==> src/rtl/lb_bus_pkg.sv <==
// ---------------------------------------------------------------------------
// lb_bus_pkg
// Shared definitions for the UART local-bus arbiter slice.
//  - lb_state_t : sequencer states (IDLE, SETUP, STROBE, HOLD)
//  - M0 / M1    : master index values used for grant and last_gnt
//  - LB_DW/LB_AW: default local-bus data and address widths
// ---------------------------------------------------------------------------
package lb_bus_pkg;

    // Default local-bus geometry of the UART register file.
    localparam int LB_DW = 8;
    localparam int LB_AW = 1;

    // Master indices. A grant is a single bit holding one of these values.
    localparam logic M0 = 1'b0;
    localparam logic M1 = 1'b1;

    // Access sequencer states. Every access walks all four states in order,
    // so IDLE is always visited between two accesses.
    typedef enum logic [1:0] {
        IDLE   = 2'd0,
        SETUP  = 2'd1,
        STROBE = 2'd2,
        HOLD   = 2'd3
    } lb_state_t;

endpackage

==> src/rtl/lb_arb_pick.sv <==
// ---------------------------------------------------------------------------
// lb_arb_pick
// Combinational winner select between the two local-bus masters.
// Build option:
//   LB_ARB_FIXED_PRIO_EN defined   -> master 0 always wins a tie (m1 can
//                                     starve), last_gnt is ignored.
//   LB_ARB_FIXED_PRIO_EN undefined -> round-robin: on a tie the master that
//                                     did not win last time gets the grant.
// Ports:
//   req0     in  master 0 request level
//   req1     in  master 1 request level
//   last_gnt in  index of the master granted most recently
//   gnt      out index of the winning master (only meaningful if a req is up)
// ---------------------------------------------------------------------------
module lb_arb_pick
    import lb_bus_pkg::*;
(
    input  logic req0,
    input  logic req1,
    input  logic last_gnt,
    output logic gnt
);

`ifdef LB_ARB_FIXED_PRIO_EN

    // Fixed priority never looks at the grant history; the dummy sink keeps
    // the port connected without leaving a dangling input.
    logic unused_last_gnt;
    assign unused_last_gnt = last_gnt;

    // Master 1 only wins when master 0 is not asking at all.
    always_comb begin
        gnt = M0;
        if (!req0 && req1) begin
            gnt = M1;
        end
    end

`else

    // A lone request always wins. On a tie the grant goes to whichever
    // master is not last_gnt, which alternates service under contention.
    always_comb begin
        gnt = M0;
        if (req0 && req1) begin
            gnt = ~last_gnt;
        end else if (req1) begin
            gnt = M1;
        end
    end

`endif

endmodule

==> src/rtl/lb_bus_arbiter.sv <==
// ---------------------------------------------------------------------------
// lb_bus_arbiter
// Two-master sequencer/arbiter for the UART local bus. Grants one of two
// level-requesting masters, then runs a fixed-length single access on the
// local bus: one SETUP cycle with address/data presented, ACC_CYC cycles of
// strobe (cs_n low with we or oe), and one HOLD cycle carrying the ack.
// Read data is captured on the last strobe edge and held until the next read.
// All outputs are registered.
// Build option: LB_ARB_FIXED_PRIO_EN selects fixed priority (m0 wins ties)
// instead of the default round-robin tie break (see lb_arb_pick).
// Parameters:
//   DW       local-bus data width
//   AW       local-bus address width
//   ACC_CYC  cycles cs_n stays low with the strobe asserted (>= 1)
// Ports:
//   clk, reset                 clock, asynchronous active-high reset
//   m0_req/we/adrs/wdata/ack   master 0 request interface
//   m1_req/we/adrs/wdata/ack   master 1 request interface
//   rdata                      last read data, valid from the ack cycle
//   lb_cs_n/we/oe/adrs/wdata   local-bus outputs to the UART
//   lb_rdata                   local-bus read data from the UART
//   busy                       high whenever the sequencer is not IDLE
// ---------------------------------------------------------------------------
module lb_bus_arbiter
    import lb_bus_pkg::*;
#(
    parameter int DW      = LB_DW,
    parameter int AW      = LB_AW,
    parameter int ACC_CYC = 2
) (
    input  logic          clk,
    input  logic          reset,

    input  logic          m0_req,
    input  logic          m0_we,
    input  logic [AW-1:0] m0_adrs,
    input  logic [DW-1:0] m0_wdata,
    output logic          m0_ack,

    input  logic          m1_req,
    input  logic          m1_we,
    input  logic [AW-1:0] m1_adrs,
    input  logic [DW-1:0] m1_wdata,
    output logic          m1_ack,

    output logic [DW-1:0] rdata,

    output logic          lb_cs_n,
    output logic          lb_we,
    output logic          lb_oe,
    output logic [AW-1:0] lb_adrs,
    output logic [DW-1:0] lb_wdata,
    input  logic [DW-1:0] lb_rdata,

    output logic          busy
);

    // Strobe counter only has to reach ACC_CYC-1.
    localparam int CW = (ACC_CYC > 1) ? $clog2(ACC_CYC) : 1;

    lb_state_t     state;
    logic [CW-1:0] strobe_cnt;
    logic          lat_gnt;
    logic          lat_we;
    logic          last_gnt;

    logic          pick_gnt;
    logic          any_req;
    logic          sel_we;
    logic [AW-1:0] sel_adrs;
    logic [DW-1:0] sel_wdata;

    // Winner select; the policy lives in the sub-module so the build option
    // touches only one small block.
    lb_arb_pick u_pick (
        .req0     (m0_req),
        .req1     (m1_req),
        .last_gnt (last_gnt),
        .gnt      (pick_gnt)
    );

    // Route the candidate winner's access parameters so IDLE can latch them
    // in the same edge that takes the grant.
    always_comb begin
        any_req   = m0_req | m1_req;
        sel_we    = m0_we;
        sel_adrs  = m0_adrs;
        sel_wdata = m0_wdata;
        if (pick_gnt == M1) begin
            sel_we    = m1_we;
            sel_adrs  = m1_adrs;
            sel_wdata = m1_wdata;
        end
    end

    // Access sequencer. lb_adrs and lb_wdata are loaded only at grant, so
    // they stay frozen for the whole access (master changes are ignored) and
    // keep their last value in IDLE so the slave never sees a glitch.
    // The ack is raised on the edge that ends the final strobe cycle, which
    // is the same edge that captures lb_rdata for reads.
    always_ff @(posedge clk or posedge reset) begin
        if (reset) begin
            state      <= IDLE;
            strobe_cnt <= '0;
            lat_gnt    <= M0;
            lat_we     <= 1'b0;
            last_gnt   <= M1;
            lb_cs_n    <= 1'b1;
            lb_we      <= 1'b0;
            lb_oe      <= 1'b0;
            lb_adrs    <= '0;
            lb_wdata   <= '0;
            rdata      <= '0;
            m0_ack     <= 1'b0;
            m1_ack     <= 1'b0;
            busy       <= 1'b0;
        end else begin
            case (state)
                IDLE: begin
                    m0_ack <= 1'b0;
                    m1_ack <= 1'b0;
                    if (any_req) begin
                        lat_gnt  <= pick_gnt;
                        last_gnt <= pick_gnt;
                        lat_we   <= sel_we;
                        lb_adrs  <= sel_adrs;
                        lb_wdata <= sel_wdata;
                        busy     <= 1'b1;
                        state    <= SETUP;
                    end
                end

                SETUP: begin
                    lb_cs_n    <= 1'b0;
                    lb_we      <= lat_we;
                    lb_oe      <= ~lat_we;
                    strobe_cnt <= CW'(ACC_CYC - 1);
                    state      <= STROBE;
                end

                STROBE: begin
                    if (strobe_cnt == '0) begin
                        lb_cs_n <= 1'b1;
                        lb_we   <= 1'b0;
                        lb_oe   <= 1'b0;
                        m0_ack  <= (lat_gnt == M0);
                        m1_ack  <= (lat_gnt == M1);
                        if (!lat_we) begin
                            rdata <= lb_rdata;
                        end
                        state   <= HOLD;
                    end else begin
                        strobe_cnt <= strobe_cnt - CW'(1);
                    end
                end

                HOLD: begin
                    m0_ack <= 1'b0;
                    m1_ack <= 1'b0;
                    busy   <= 1'b0;
                    state  <= IDLE;
                end

                default: begin
                    lb_cs_n <= 1'b1;
                    lb_we   <= 1'b0;
                    lb_oe   <= 1'b0;
                    m0_ack  <= 1'b0;
                    m1_ack  <= 1'b0;
                    busy    <= 1'b0;
                    state   <= IDLE;
                end
            endcase
        end
    end

endmodule

==> config.mk <==
export PLATFORM = sky130hd
export DESIGN_NAME = lb_bus_arbiter
export DESIGN_NICKNAME = d
export VERILOG_FILES = /design/src/rtl/lb_bus_pkg.sv /design/src/rtl/lb_arb_pick.sv /design/src/rtl/lb_bus_arbiter.sv
export SDC_FILE = /design/constraint.sdc
export NUM_CORES = 1
export LEC_CHECK = 0
export ABC_AREA = 1
export CORE_ASPECT_RATIO = 1.2
export CORE_MARGIN = 3
export CORE_UTILIZATION = 43
export CTS_BUF_LIST = sky130_fd_sc_hd__clkbuf_4 sky130_fd_sc_hd__clkbuf_8 sky130_fd_sc_hd__clkbuf_16
export DETAILED_ROUTE_END_ITERATION = 7
export PLACE_DENSITY = 0.78
export SETUP_SLACK_MARGIN = 0.3
export SLEW_MARGIN = 20
export SYNTH_ARGS = -nofsm -noshare
export SYNTH_HDL_FRONTEND = slang
export SYNTH_SLANG_ARGS = --single-unit
==> constraint.sdc <==
create_clock -name clk -period 1.45 [get_ports clk]
set_input_delay 0.29 -clock clk [delete_from_list [all_inputs] [get_ports clk]]
set_output_delay 0.29 -clock clk [all_outputs]
set_load 0.1 [all_outputs]
# == After elaboration in Yosys (flattened, before gate mapping) ==
# Index checks and enable logic that the tools add are counted.
# totals
input_bits,32
output_inout_bits,23
ff_bits,29
wordCells,58
# classes
mux,21
n_addsub,1
eq_ne,5
reduce_logical,12
n_bitwise,5
# op_table
operator,count
$pmux W1 S2,7
$mux W1,10
$reduce_and A2 Y1,5
$mux W8,1
$pmux W2 S4,1
$reduce_bool A2 Y1,3
$eq A2 B2 Y1 const B,2
$mux W2,2
$ne A2 B2 Y1 const B,2
$not A1 Y1,4
$reduce_and A3 Y1,1
$eq A2 B1 Y1 const B,1
$logic_not A2 Y1,1
$reduce_or A2 Y1,1
$logic_and A1 B1 Y1,1
$or A1 B1 Y1,1
$sub A1 B1 Y1 const B,1

# == Logic depth before layout (Yosys ltp) ==
# depth
word_depth,4
depth_mapped,7
mapped_depth_nobuf,7

# == Cells and area by module ==
# A second synthesis with hierarchy kept.
# hier_totals
hier_cells,178
hier_area_um2,1446.4
# by_module_without_submodules
mod,area_each_um2,cells_per_inst,instances,seq_area_each_um2
lb_bus_arbiter,1433.9,176,1,728.2
lb_arb_pick,12.5,2,1,0.0

# == Least setup slack after synthesis ==
# Ideal clock, no wire load.
# synth_path
path_kind,register -> register
startpoint,reg state[0]
endpoint,reg m0_ack
setup_time_ps,127
setup_slack_ps,171
t_required_ps,1323
synth_period_minus_slack_ps,1279
stages_incl_launch_ff,8
arrival_ps,1152
path_cell_list,dfrtp_1 -> inv_1 -> ha_1 -> nand2_1 -> inv_1 -> buf_4 -> nand3_1 -> o21ai_0
# synth_between
elab_chain_len,4
# synth_lines
element,line,source
"start, declared",lb_bus_arbiter.sv:61,lb_state_t state;
"start signal, assigned",lb_bus_arbiter.sv:103,state <= IDLE;
"start signal, assigned",lb_bus_arbiter.sv:129,state <= SETUP;
"start signal, assigned",lb_bus_arbiter.sv:138,state <= STROBE;
$eq A2 B2 Y1 or $logic_not A2 Y1 (tied branches),lb_bus_arbiter.sv:118,case (state)
$reduce_or A2 Y1 (no source line),-,
$reduce_bool A2 Y1 (no source line),-,
$reduce_and A2 Y1 (no source line),-,
"end signal, assigned",lb_bus_arbiter.sv:146,m0_ack <= (lat_gnt == M0);
"end, declared",lb_bus_arbiter.sv:38,"output logic m0_ack,"
# Parallel ways exist; a longest one is shown, timed or not.
# A chain may end at the register's enable or synchronous reset.

# == Final worst setup path ==
# layout_path
startpoint,reg lb_cs_n
endpoint,out lb_cs_n
# layout_rtl
element,line,source
"start, declared",lb_bus_arbiter.sv:48,"output logic lb_cs_n,"
"start signal, assigned",lb_bus_arbiter.sv:108,lb_cs_n <= 1'b1;
"start signal, assigned",lb_bus_arbiter.sv:134,lb_cs_n <= 1'b0;
"start signal, assigned",lb_bus_arbiter.sv:143,lb_cs_n <= 1'b1;
# No word-level cell between the ends.

==> run metrics <==
status=finished clean; RD Place Congestion=0.757; H-tree depth=2; Final Core Density=92.5%; Buf/Inv on CP=1; nets=311; via/cell ratio=5.45; Fin. Hold Viols=0; Overflow after GRT=0; total track usage=23.0%; Final Max Tran Viols=0; CTS tree=built; Initial DRT Pass Iterations=5; post-synth cell types=12; Syn Nets=228; highest-delay cell along the critical path=dfstp_2; Critical Path RT=1.16 ns; WHS=0.355 ns; setup total negative slack=0 ns; Ports=55; fraction of the yosys area taken by sequential cells=50.1%; wirelength, routed=6030 µm; fin crit period=1.39 ns; Die Wd=59.1 µm; Mapped Cells=190; Crit Path Category=reg2out; CTS Buffer Depth=2; Detail Placement HPWL=2930 µm; # hold bufs at CTS=0; FMAX=719 MHz; #FFs+latches synth=29; RSZ-0062 raised after global routing=true; n_diodes=0; routed vias=1691; Largest delay share family, worst path=flip-flops; PortBufs=54; clk_skew=0.0159 ns; CP startpoint kind=flop; Die Area=4120 µm²; final worst-path cycle share=96.0%; First DRT Iteration DRCs=78; Final setup violation count=0; Worst-path clk slew=0.10 ns; share of layout cells above drive strength 1=50.4%; Critical Path Sink=lb_cs_n; Max Cap Viol=0; clock sink count=29; Post-Layout Cell Count=310; Starting Density=46.3%; first-pass GRT wire length=7060 µm; mapped cell area=1450 µm²; Worst EP arrival=1.10 ns; Slew @ Worst Pin=0.237 ns; CP Depth=1; Inst Count DP=285; CTS root buf=clkbuf_4; top flop regs=lb_wdata x8, rdata x8, state x2; synthesized area per cell=7.65 µm²; worst r2r src=state[0]; DRC viols=0; pin count of the biggest net entering global routing=30; Worst setup EP type=output port; cts bufs inserted=5; Rel. slew slack=84.1%; Die H=69.7 µm; row cnt=22; filler cell count in the final layout=106; WL/cell=19.5 µm; area added between synthesis and finish=99.7%; YS warnings=0; Hold Crit Class=in2async; Routed Antenna Nets=0; max incr delay on CP=0.57 ns; core area=3140 µm²; capturing point of the worst reg2reg path=lat_we; Critical Path, Cell by Cell=buf_12; worst-skew pair later-pin latency=0.36 ns; Worst Setup SP=lb_cs_n; CP max FO=2; number of global-route vias before repair=1559; Worst R2R Setup Slack=0.16 ns; Reg2Reg Depth=7; initial antenna violation count=0
## worst min path at each step
stage | slack (ns) | endpoint | cells after the start
final | 0.36 | lb_wdata[0] | 3
after detailed placement | 0.47 | last_gnt | 2
after CTS | 0.29 | rdata[7] | 3
after global routing | 0.38 | lb_wdata[4] | 3
after floorplan | 0.37 | lat_gnt | 1
after global placement | 0.46 | last_gnt | 2
## routing by layer
| metal | GRT usage (%) | share of wire [%] | up-vias |
|---|---|---|---|
| met5 | 0 | 0 | - |
| met4 | 9.07 | 4.7 | 0 |
| met3 | 6.33 | 4.7 | 28 |
| met2 | 41.4 | 59 | 79 |
| met1 | 24.2 | 32 | 833 |
| li1 | - | - | 751 |
## kinds of logic (layout without fill, tap and decap cells)
| group | Yosys count | count (layout) | synth area share, % |
|---|---|---|---|
| flops | 29 | 29 | 50.1 |
| buf+inv | 40 | 124 | 11.2 |
| fa+ha+maj | 6 | 6 | 5.16 |
| simple gates | 108 | 108 | 31.2 |
| compound gates | 7 | 7 | 2.41 |
## Yosys cell counts
| cell | number | area [µm²] |
|---|---|---|
| o21ai_0 | 6 | 30.0 |
| nand2_1 | 69 | 259 |
| dfstp_2 | 2 | 52.6 |
| o21ai_1 | 1 | 5.00 |
| or2_2 | 1 | 6.26 |
| dfrtp_1 | 27 | 676 |
| nor2_1 | 2 | 7.51 |
| ha_1 | 6 | 75.1 |
| buf_4 | 2 | 15.0 |
| nand3_1 | 36 | 180 |
| buf_2 | 4 | 20.0 |
| inv_1 | 34 | 128 |
## placed cells by master, fill, tap and decap left out, types with 4 or more instances in the layout
cell              n
buf_12           25
buf_4            15
buf_6             9
clkbuf_4          6
clkdlybuf4s50_1  31
dfrtp_2          24
ha_4              4
inv_1            29
nand2_1          52
nand2_2          11
nand2_4           5
nand3_1          15
nand3_2          20
## cell type report
type	instances	area, µm²	share of cell area [%]
Clock buffer	6	45.0	1.55
Tap cell	36	45.0	1.55
Timing Repair Buffer	82	1060	36.7
Clock inverter	2	10.0	0.345
Multi-Input combinational cell	121	837	28.8
Inverter	34	144	4.95
Sequential cell	29	758	26.1
## timing repair
item,in CTS,in global routing
endpoints found under the setup margin,49,48
gates cloned,0,2
gates resized for setup,33,41
pin swaps,12,26
setup buffers,9,6
## per-stage QoR
stage | area [µm²] | setup WS, ns
floorplan | 1550 | 0.257
global placement | 2430 | -0.0255
detailed placement | 2430 | -0.0837
CTS | 2660 | 0.0616
global route | 2900 | 0.0296
finish | 2900 | 0.0583
Power is not shown: default switching activity piles up to over one toggle a cycle in this logic, so the estimate is an artifact.
